### config.mk
export PLATFORM = sky130hd
export DESIGN_NAME = shield_seq_ctrl
export DESIGN_NICKNAME = d
export VERILOG_FILES = /design/src/rtl/shield_seq_ctrl_pkg.sv /design/src/rtl/shield_seq_ctrl.sv
export SDC_FILE = /design/constraint.sdc
export NUM_CORES = 1
export LEC_CHECK = 0
export ABC_AREA = 0
export CORE_ASPECT_RATIO = 0.7
export CORE_MARGIN = 3
export CORE_UTILIZATION = 30
export CTS_CLUSTER_DIAMETER = 100
export CTS_CLUSTER_SIZE = 20
export DETAILED_ROUTE_END_ITERATION = 7
export HOLD_SLACK_MARGIN = 0.12
export PLACE_DENSITY = 0.65
export SLEW_MARGIN = 20
export SYNTH_ARGS = -nofsm -noshare
export SYNTH_HDL_FRONTEND = slang
export SYNTH_SLANG_ARGS = --single-unit
### constraint.sdc
create_clock -name i_Clk -period 2.6 [get_ports i_Clk]
set_input_delay 0.39 -clock i_Clk [delete_from_list [all_inputs] [get_ports i_Clk]]
set_output_delay 0.39 -clock i_Clk [all_outputs]
set_load 0.02 [all_outputs]
### src/rtl/shield_seq_ctrl_pkg.sv
// Shared security-monitor definitions: sequencer state encoding, the LFSR
// lock-up seed and default timing constants.
package shield_seq_ctrl_pkg;

  typedef enum logic [2:0] {
    ST_IDLE      = 3'd0,
    ST_WAIT_SEED = 3'd1,
    ST_LOAD      = 3'd2,
    ST_WARMUP    = 3'd3,
    ST_ARMED     = 3'd4,
    ST_ZEROIZE   = 3'd5,
    ST_REKEY     = 3'd6
  } state_e;

  localparam int DEF_WARMUP_CYCLES = 4;

  // All-ones locks an XNOR LFSR; wide enough to slice for any supported width.
  localparam int                      LOCKUP_MAX_W = 256;
  localparam logic [LOCKUP_MAX_W-1:0] LOCKUP_SEED  = '1;

endpackage

### src/rtl/shield_seq_ctrl.sv
// Active-shield sequencer: seeds the LFSR, warms up the mesh loop, arms
// mismatch detection and runs the zeroize/rekey handshake on alarms.
module shield_seq_ctrl
  import shield_seq_ctrl_pkg::*;
#(
  parameter int NUM_BITS      = 32,
  parameter int WARMUP_CYCLES = DEF_WARMUP_CYCLES,
  parameter int CNT_W         = 8
) (
  input  logic                i_Clk,
  input  logic                i_rst,
  input  logic                i_start,
  input  logic                i_stop,
  input  logic                i_seed_valid,
  input  logic [NUM_BITS-1:0] i_seed_data,
  output logic                o_seed_ready,
  output logic                o_seed_err,
  output logic                o_lfsr_enable,
  output logic                o_seed_dv,
  output logic [NUM_BITS-1:0] o_seed_data,
  output logic                o_alarm_set,
  input  logic                i_alarm,
  output logic                o_zeroize_req,
  input  logic                i_zeroize_ack,
  output logic                o_master_key_ready,
  output logic                o_armed,
  output logic                o_busy,
  output logic [CNT_W-1:0]    o_alarm_count
);

  localparam logic [7:0]          WARMUP_INIT = 8'(WARMUP_CYCLES);
  localparam logic [NUM_BITS-1:0] LOCKUP      = LOCKUP_SEED[NUM_BITS-1:0];

  state_e              state_q, state_d;
  logic [7:0]          wcnt_q, wcnt_d;
  logic [NUM_BITS-1:0] seed_q, seed_d;
  logic [CNT_W-1:0]    acnt_q, acnt_d;
  logic                seed_err_q, seed_err_d;
  logic                ready_q, ready_d;
  logic                en_q, en_d;
  logic                dv_q, dv_d;
  logic                aset_q, aset_d;
  logic                zreq_q, zreq_d;
  logic                mkr_q, mkr_d;
  logic                armed_q, armed_d;
  logic                busy_q, busy_d;

  always_ff @(posedge i_Clk) begin
    if (i_rst) begin
      state_q    <= ST_IDLE;
      wcnt_q     <= '0;
      seed_q     <= '0;
      acnt_q     <= '0;
      seed_err_q <= 1'b0;
      ready_q    <= 1'b0;
      en_q       <= 1'b0;
      dv_q       <= 1'b0;
      aset_q     <= 1'b0;
      zreq_q     <= 1'b0;
      mkr_q      <= 1'b0;
      armed_q    <= 1'b0;
      busy_q     <= 1'b0;
    end else begin
      state_q    <= state_d;
      wcnt_q     <= wcnt_d;
      seed_q     <= seed_d;
      acnt_q     <= acnt_d;
      seed_err_q <= seed_err_d;
      ready_q    <= ready_d;
      en_q       <= en_d;
      dv_q       <= dv_d;
      aset_q     <= aset_d;
      zreq_q     <= zreq_d;
      mkr_q      <= mkr_d;
      armed_q    <= armed_d;
      busy_q     <= busy_d;
    end
  end

  always_comb begin
    state_d    = state_q;
    wcnt_d     = wcnt_q;
    seed_d     = seed_q;
    acnt_d     = acnt_q;
    seed_err_d = 1'b0;
    case (state_q)
      ST_IDLE: if (i_start) state_d = ST_WAIT_SEED;
      ST_WAIT_SEED: begin
        // Stop abandons any seed offered in the same cycle.
        if (i_stop) state_d = ST_IDLE;
        else if (i_seed_valid) begin
          if (i_seed_data == LOCKUP) seed_err_d = 1'b1;
          else begin
            seed_d  = i_seed_data;
            state_d = ST_LOAD;
          end
        end
      end
      ST_LOAD: begin
        if (i_stop) state_d = ST_IDLE;
        else begin
          wcnt_d  = WARMUP_INIT;
          state_d = ST_WARMUP;
        end
      end
      ST_WARMUP: begin
        wcnt_d = wcnt_q - 8'd1;
        if (i_stop) state_d = ST_IDLE;
        else if (wcnt_q == 8'd1) state_d = ST_ARMED;
      end
      ST_ARMED: begin
        if (i_alarm) begin
          state_d = ST_ZEROIZE;
          if (acnt_q != '1) acnt_d = acnt_q + 1'b1;
        end else if (i_stop) state_d = ST_IDLE;
      end
      ST_ZEROIZE: if (i_zeroize_ack) state_d = ST_REKEY;
      ST_REKEY:   state_d = ST_WAIT_SEED;
      default:    state_d = ST_IDLE;
    endcase

    // Outputs are decoded from the next state so each flop lines up with its state.
    ready_d = (state_d == ST_WAIT_SEED);
    dv_d    = (state_d == ST_LOAD);
    en_d    = (state_d == ST_LOAD) || (state_d == ST_WARMUP) ||
              (state_d == ST_ARMED) || (state_d == ST_ZEROIZE);
    aset_d  = (state_d == ST_ARMED) && (state_q == ST_WARMUP);
    armed_d = (state_d == ST_ARMED);
    zreq_d  = (state_d == ST_ZEROIZE);
    mkr_d   = (state_d == ST_REKEY);
    busy_d  = (state_d != ST_IDLE);
  end

  assign o_seed_ready       = ready_q;
  assign o_seed_err         = seed_err_q;
  assign o_lfsr_enable      = en_q;
  assign o_seed_dv          = dv_q;
  assign o_seed_data        = seed_q;
  assign o_alarm_set        = aset_q;
  assign o_zeroize_req      = zreq_q;
  assign o_master_key_ready = mkr_q;
  assign o_armed            = armed_q;
  assign o_busy             = busy_q;
  assign o_alarm_count      = acnt_q;

endmodule

# Yosys cells after proc, flatten, opt, wreduce, memory -nomap -nowiden
# Cells that the tools add are included.
[classes]
n_addsub = 2
n_mux = 14
n_reduce_logical = 11
bitwise = 4
n_eq_ne = 16
[ops]
columns = ["op", "count"]
rows = [
  ["32-bit == test, second input constant", 1],
  ["3-bit 2-to-1 mux", 9],
  ["3-bit one-hot mux with 7 select lines", 1],
  ["3-bit == test, second input constant", 6],
  ["8-bit one-hot mux with 2 select lines", 1],
  ["3-bit by 2-bit == test with 1-bit output, second input constant", 4],
  ["8-bit by 1-bit adder with 8-bit output, second input constant", 1],
  ["8-bit by 1-bit == test with 1-bit output, second input constant", 1],
  ["8-bit 2-to-1 mux", 1],
  ["8-bit != test, second input constant", 1],
  ["8-bit by 1-bit subtractor with 8-bit output, second input constant", 1],
  ["3-bit by 1-bit == test with 1-bit output, second input constant", 2],
  ["1-bit NOT", 4],
  ["4-bit AND reduction", 1],
  ["4-bit OR reduction", 1],
  ["3-bit zero test", 1],
  ["1-bit logical OR", 3],
  ["3-bit AND reduction", 1],
  ["3-bit nonzero test", 1],
  ["2-bit 2-to-1 mux", 1],
  ["2-bit != test, second input constant", 1],
  ["2-bit AND reduction", 1],
  ["2-bit nonzero test", 1],
  ["1-bit logical AND", 1],
  ["1-bit 2-to-1 mux", 1],
]
[word_totals]
reg_bits = 60
out_inout_bits = 49
wordCells = 60
input_bits = 39

# Logic depth before layout (Yosys ltp)
[logic_depth]
word_depth = 9
ltp_mapped = 7

# Least setup slack after synthesis
# OpenSTA, ideal clock, no wires.
[synth_path]
path_kind = "input to register"
from = "in i_seed_data[31]"
to = "reg en_q (netlist: o_lfsr_enable)"
setup_ns = 0.121
cell_stages = 5
t_required_ns = 2.479
arrival_time_ns = 1.530
path_slack_ns = 0.949
path_cell_list = "nand4_1 -> nor4_2 -> a21oi_4 -> nor2_4 -> mux2_4"
[synth_between]
elab_chain_cells = 9
[synth_lines]
columns = ["item", "line_no", "rtl"]
rows = [
  ["start, declared", "shield_seq_ctrl.sv:15", "input logic [NUM_BITS-1:0] i_seed_data,"],
  ["32-bit == test (*)", "shield_seq_ctrl.sv:92", "if (i_seed_data == LOCKUP) seed_err_d = 1'b1;"],
  ["3-bit 2-to-1 mux (*)", "shield_seq_ctrl.sv:92", ""],
  ["3-bit 2-to-1 mux (*)", "shield_seq_ctrl.sv:91", "else if (i_seed_valid) begin"],
  ["3-bit 2-to-1 mux (*)", "shield_seq_ctrl.sv:90", "if (i_stop) state_d = ST_IDLE;"],
  ["3-bit one-hot mux with 7 select lines (*)", "shield_seq_ctrl.sv:86", "case (state_q)"],
  ["3-bit by 2-bit == test with 1-bit output", "shield_seq_ctrl.sv:125", "en_d = (state_d == ST_LOAD) || (state_d == ST_WARMUP) ||"],
  ["1-bit logical OR (2 in a row)", "shield_seq_ctrl.sv:125", ""],
  ["1-bit logical OR (*)", "shield_seq_ctrl.sv:126", "(state_d == ST_ARMED) || (state_d == ST_ZEROIZE);"],
  ["end signal, assigned", "shield_seq_ctrl.sv:70", "en_q <= en_d;"],
  ["end, declared", "shield_seq_ctrl.sv:40", "logic en_q, en_d;"],
]
# Mark *: on every way between the ends. The rest lies on a longest branch, timed or not.
# A chain may end at the register's enable or synchronous reset.

# Worst setup path after layout
[layout_path]
from = "in i_seed_data[30]"
to = "reg seed_q[22] (netlist: o_seed_data[22])"
[layout_between]
elab_chain_cells = 3
[layout_lines]
columns = ["item", "line_no", "rtl"]
rows = [
  ["32-bit == test", "shield_seq_ctrl.sv:92", ""],
  ["1-bit NOT (no line)", "--", ""],
  ["4-bit AND reduction (no line)", "--", ""],
  ["end signal, assigned", "shield_seq_ctrl.sv:52", "seed_q <= '0;"],
  ["end signal, assigned", "shield_seq_ctrl.sv:66", "seed_q <= seed_d;"],
  ["end, declared", "shield_seq_ctrl.sv:36", "logic [NUM_BITS-1:0] seed_q, seed_d;"],
]
# Every way passes these cells.

==> metrics.txt <==
Net Count, Synth 300; post-synthesis mux area share 14.9%; CP Capture Type register; total number of vias 2144; Hold WC Path Type register to register; Die Span X 116 µm; share of layout cells above drive strength 1 11.1%; setup TNS 0 ns; Power Density 600 mW/mm²; # resized after CTS 0; EDFF count, synth 0; maximum vdd drop 0.000343 V; area delta synth->final 49.2%; commonest non-fill, non-tap cell in the layout clkdlybuf4s50_1; Core Region 0.00804 mm²; clock slew at reported path FFs 0.05 ns; Simple-Gate Fraction of Synth Area 23.4%; antenna violations before repair 0; maximum clock rate 487 MHz; Relative slew margins 63.8%; total track usage 13.5%; Clock Skew 0.00475 ns; first-pass GRT wire length 10500 µm; outcome finished clean; final cycle utilization of the critical path 79.0%; cells after synthesis 258; gpl congestion 0.761; most frequent cells in the layout clkdlybuf4s50_1, dfxtp_1, nor2_1; CTS Sinks 60; Int Pwr 1.79 mW; xor and xnor fraction of the mapped netlist area 2.07%; DR vias/cell 4.73; root buffer cell clkbuf_16; Seq pwr share 41.9%; Clock Tree Buf Depth 2; Die Height 83.0 µm; Comb pwr share 8.5%; Max Slew Vio Count 0; Placed Cells 438; Ports 88; Tot Pwr 2.27 mW; synthesized area 0.00254 mm²; ys async rst share 0%; number of synthesized register bits 60; crit path from i_seed_data[30]; crit path kind input port to register; Final Hold Viols 0; Leakage Power 1.35 nW; worst slack, placed 0.208 ns; hold buffers post-CTS 0; mean post-synth cell area 9.84 µm²; Worst-Margin Slew 0.542 ns; PortBufs 87; r2r startpoint state_q[0]$_SDFF_PP0_; Final setup viols 0; Final ANT Viol Nets 0; Worst-Skew Late Latency 0.32 ns; Fill cells 770; post-DP HPWL 4480 µm; Post-Synth Adder-Cell Area 1.48%; CTS tree yes; switching share of power 21.4%; min-delay src o_seed_data[4]$_SDFFE_PP0P_; post-layout minimum cycle time 2.06 ns; Starting Density 31.6%; largest family of logic cells by synthesized area simple AND/OR/NAND/NOR gates; H-tree Lvls 3; Post-CTS Setup Inserts 0; layout net count 390; commonest register cell after synthesis dfxtp_1; crit path max fanout 32; total CTS buffers 9; final wirelength 6210 µm; Worst setup SP type input port; Hold Slack 0.493 ns; Ant. Diodes 0; Compound-Gate Fraction of Synth Area 7.44%; Critical Path RT 2.79 ns; die area 0.00962 mm²; synth unique cells 49; Post-route DRC 0; RSZ-0062 raised after global routing no; WP data arrival 2.24 ns; NetSw 0.487 mW; DRC marker count from the first detailed-route iteration 64; Yosys warnings 0; vias in the first global route 2127; pin count of the biggest net entering global routing 33; Max-Cap Viols 0; global route overflow 0; Clock Power Share 49.6%; WL/cell 13.7 µm; router iterations before antenna repair 4; sequential area share after synthesis 47.3%; PnR worst setup slack 0.545 ns; Final Non-Filler Cells 453; row count 27
[metrics by stage]
stage | area [µm²] | utilization [%]
final | 3790 | 47.1
after global routing | 3790 | 47.1
after CTS | 3790 | 47.1
after detailed placement | 3500 | 43.5
after global placement | 3500 | 43.5
after floorplan | 2540 | -
[cells by family (layout without fill, tap and decap cells)]
logic type      after synthesis  in the layout
flops                        60             60
buf+inv                      18            112
xor+xnor                      6              6
mux                          37             37
fa+ha+maj                     3              3
simple gates                111            111
compound gates               23             23
[flip-flops by register name, indices dropped and copies added, names as in the netlist, 3 cells and up]
name           flops
wcnt_q             8
o_seed_data       32
state_q            3
o_alarm_count      8
[worst max-delay path, stage by stage]
cell             delay [ns]
clkdlybuf4s50_1        0.50
nand4_1                0.15
nor4_2                 0.33
buf_4                  0.19
a21oi_4                0.07
buf_4                  0.32
mux2i_1                0.23
nor2_1                 0.05
[worst paths after layout]
kind	to	slack [ns]	cells after the start
setup / recovery	o_seed_data[22]$_SDFFE_PP0P_	0.54	8
hold / removal	o_seed_data[4]$_SDFFE_PP0P_	0.49	2
setup reg to reg	o_seed_data[22]$_SDFFE_PP0P_	0.63	5
hold reg to reg	o_seed_data[4]$_SDFFE_PP0P_	0.49	2
[cells in the mapped netlist, drive strengths merged (2+ instances only)]
cell	instances	area [µm²]
or4	2	15.0
nor2	59	229
nand4	11	68.8
mux2	4	48.8
and3	4	26.3
ha	3	37.5
inv	6	22.5
clkbuf	5	18.8
buf	7	43.8
nor3	8	45.0
o311ai	4	42.6
o21ai	3	18.8
mux2i	33	330
a21oi	8	51.3
nor4	5	65.1
nand3	3	15.0
nand2	10	37.5
dfxtp	60	1200
xnor2	5	43.8
or3	2	12.5
[per-layer routing]
metal | global-route usage (%) | up-vias | share of wire (%)
met5 | 0 | - | 0
met4 | 4.43 | 0 | 1.2
met3 | 5.75 | 7 | 7.9
met2 | 17.9 | 71 | 38
met1 | 19.5 | 974 | 52
li1 | - | 1092 | -
[layout make-up]
type                    instances  area, µm²  area share, %
clock buffers                  14        284           7.50
clock inverters                 1       5.00          0.132
inverters                       6       22.5          0.594
multi-input cells             180       1250           33.1
flip-flops and latches         60       1200           31.7
well taps                     101        126           3.34
repair buffers                 91        896           23.6
[power by group through the flow]
| stage | sequential [mW] | clock (mW) | combinational, mW |
|---|---|---|---|
| after floorplan | 0.983 | 0 | 0.0725 |
| after global placement | 0.971 | 0 | 0.194 |
| after detailed placement | 0.971 | 0 | 0.194 |
| after CTS | 0.953 | 1.15 | 0.196 |
| after global routing | 0.954 | 1.20 | 0.209 |
| final | 0.953 | 1.13 | 0.194 |
No activity file was read; power rests on OpenSTA's default activity.
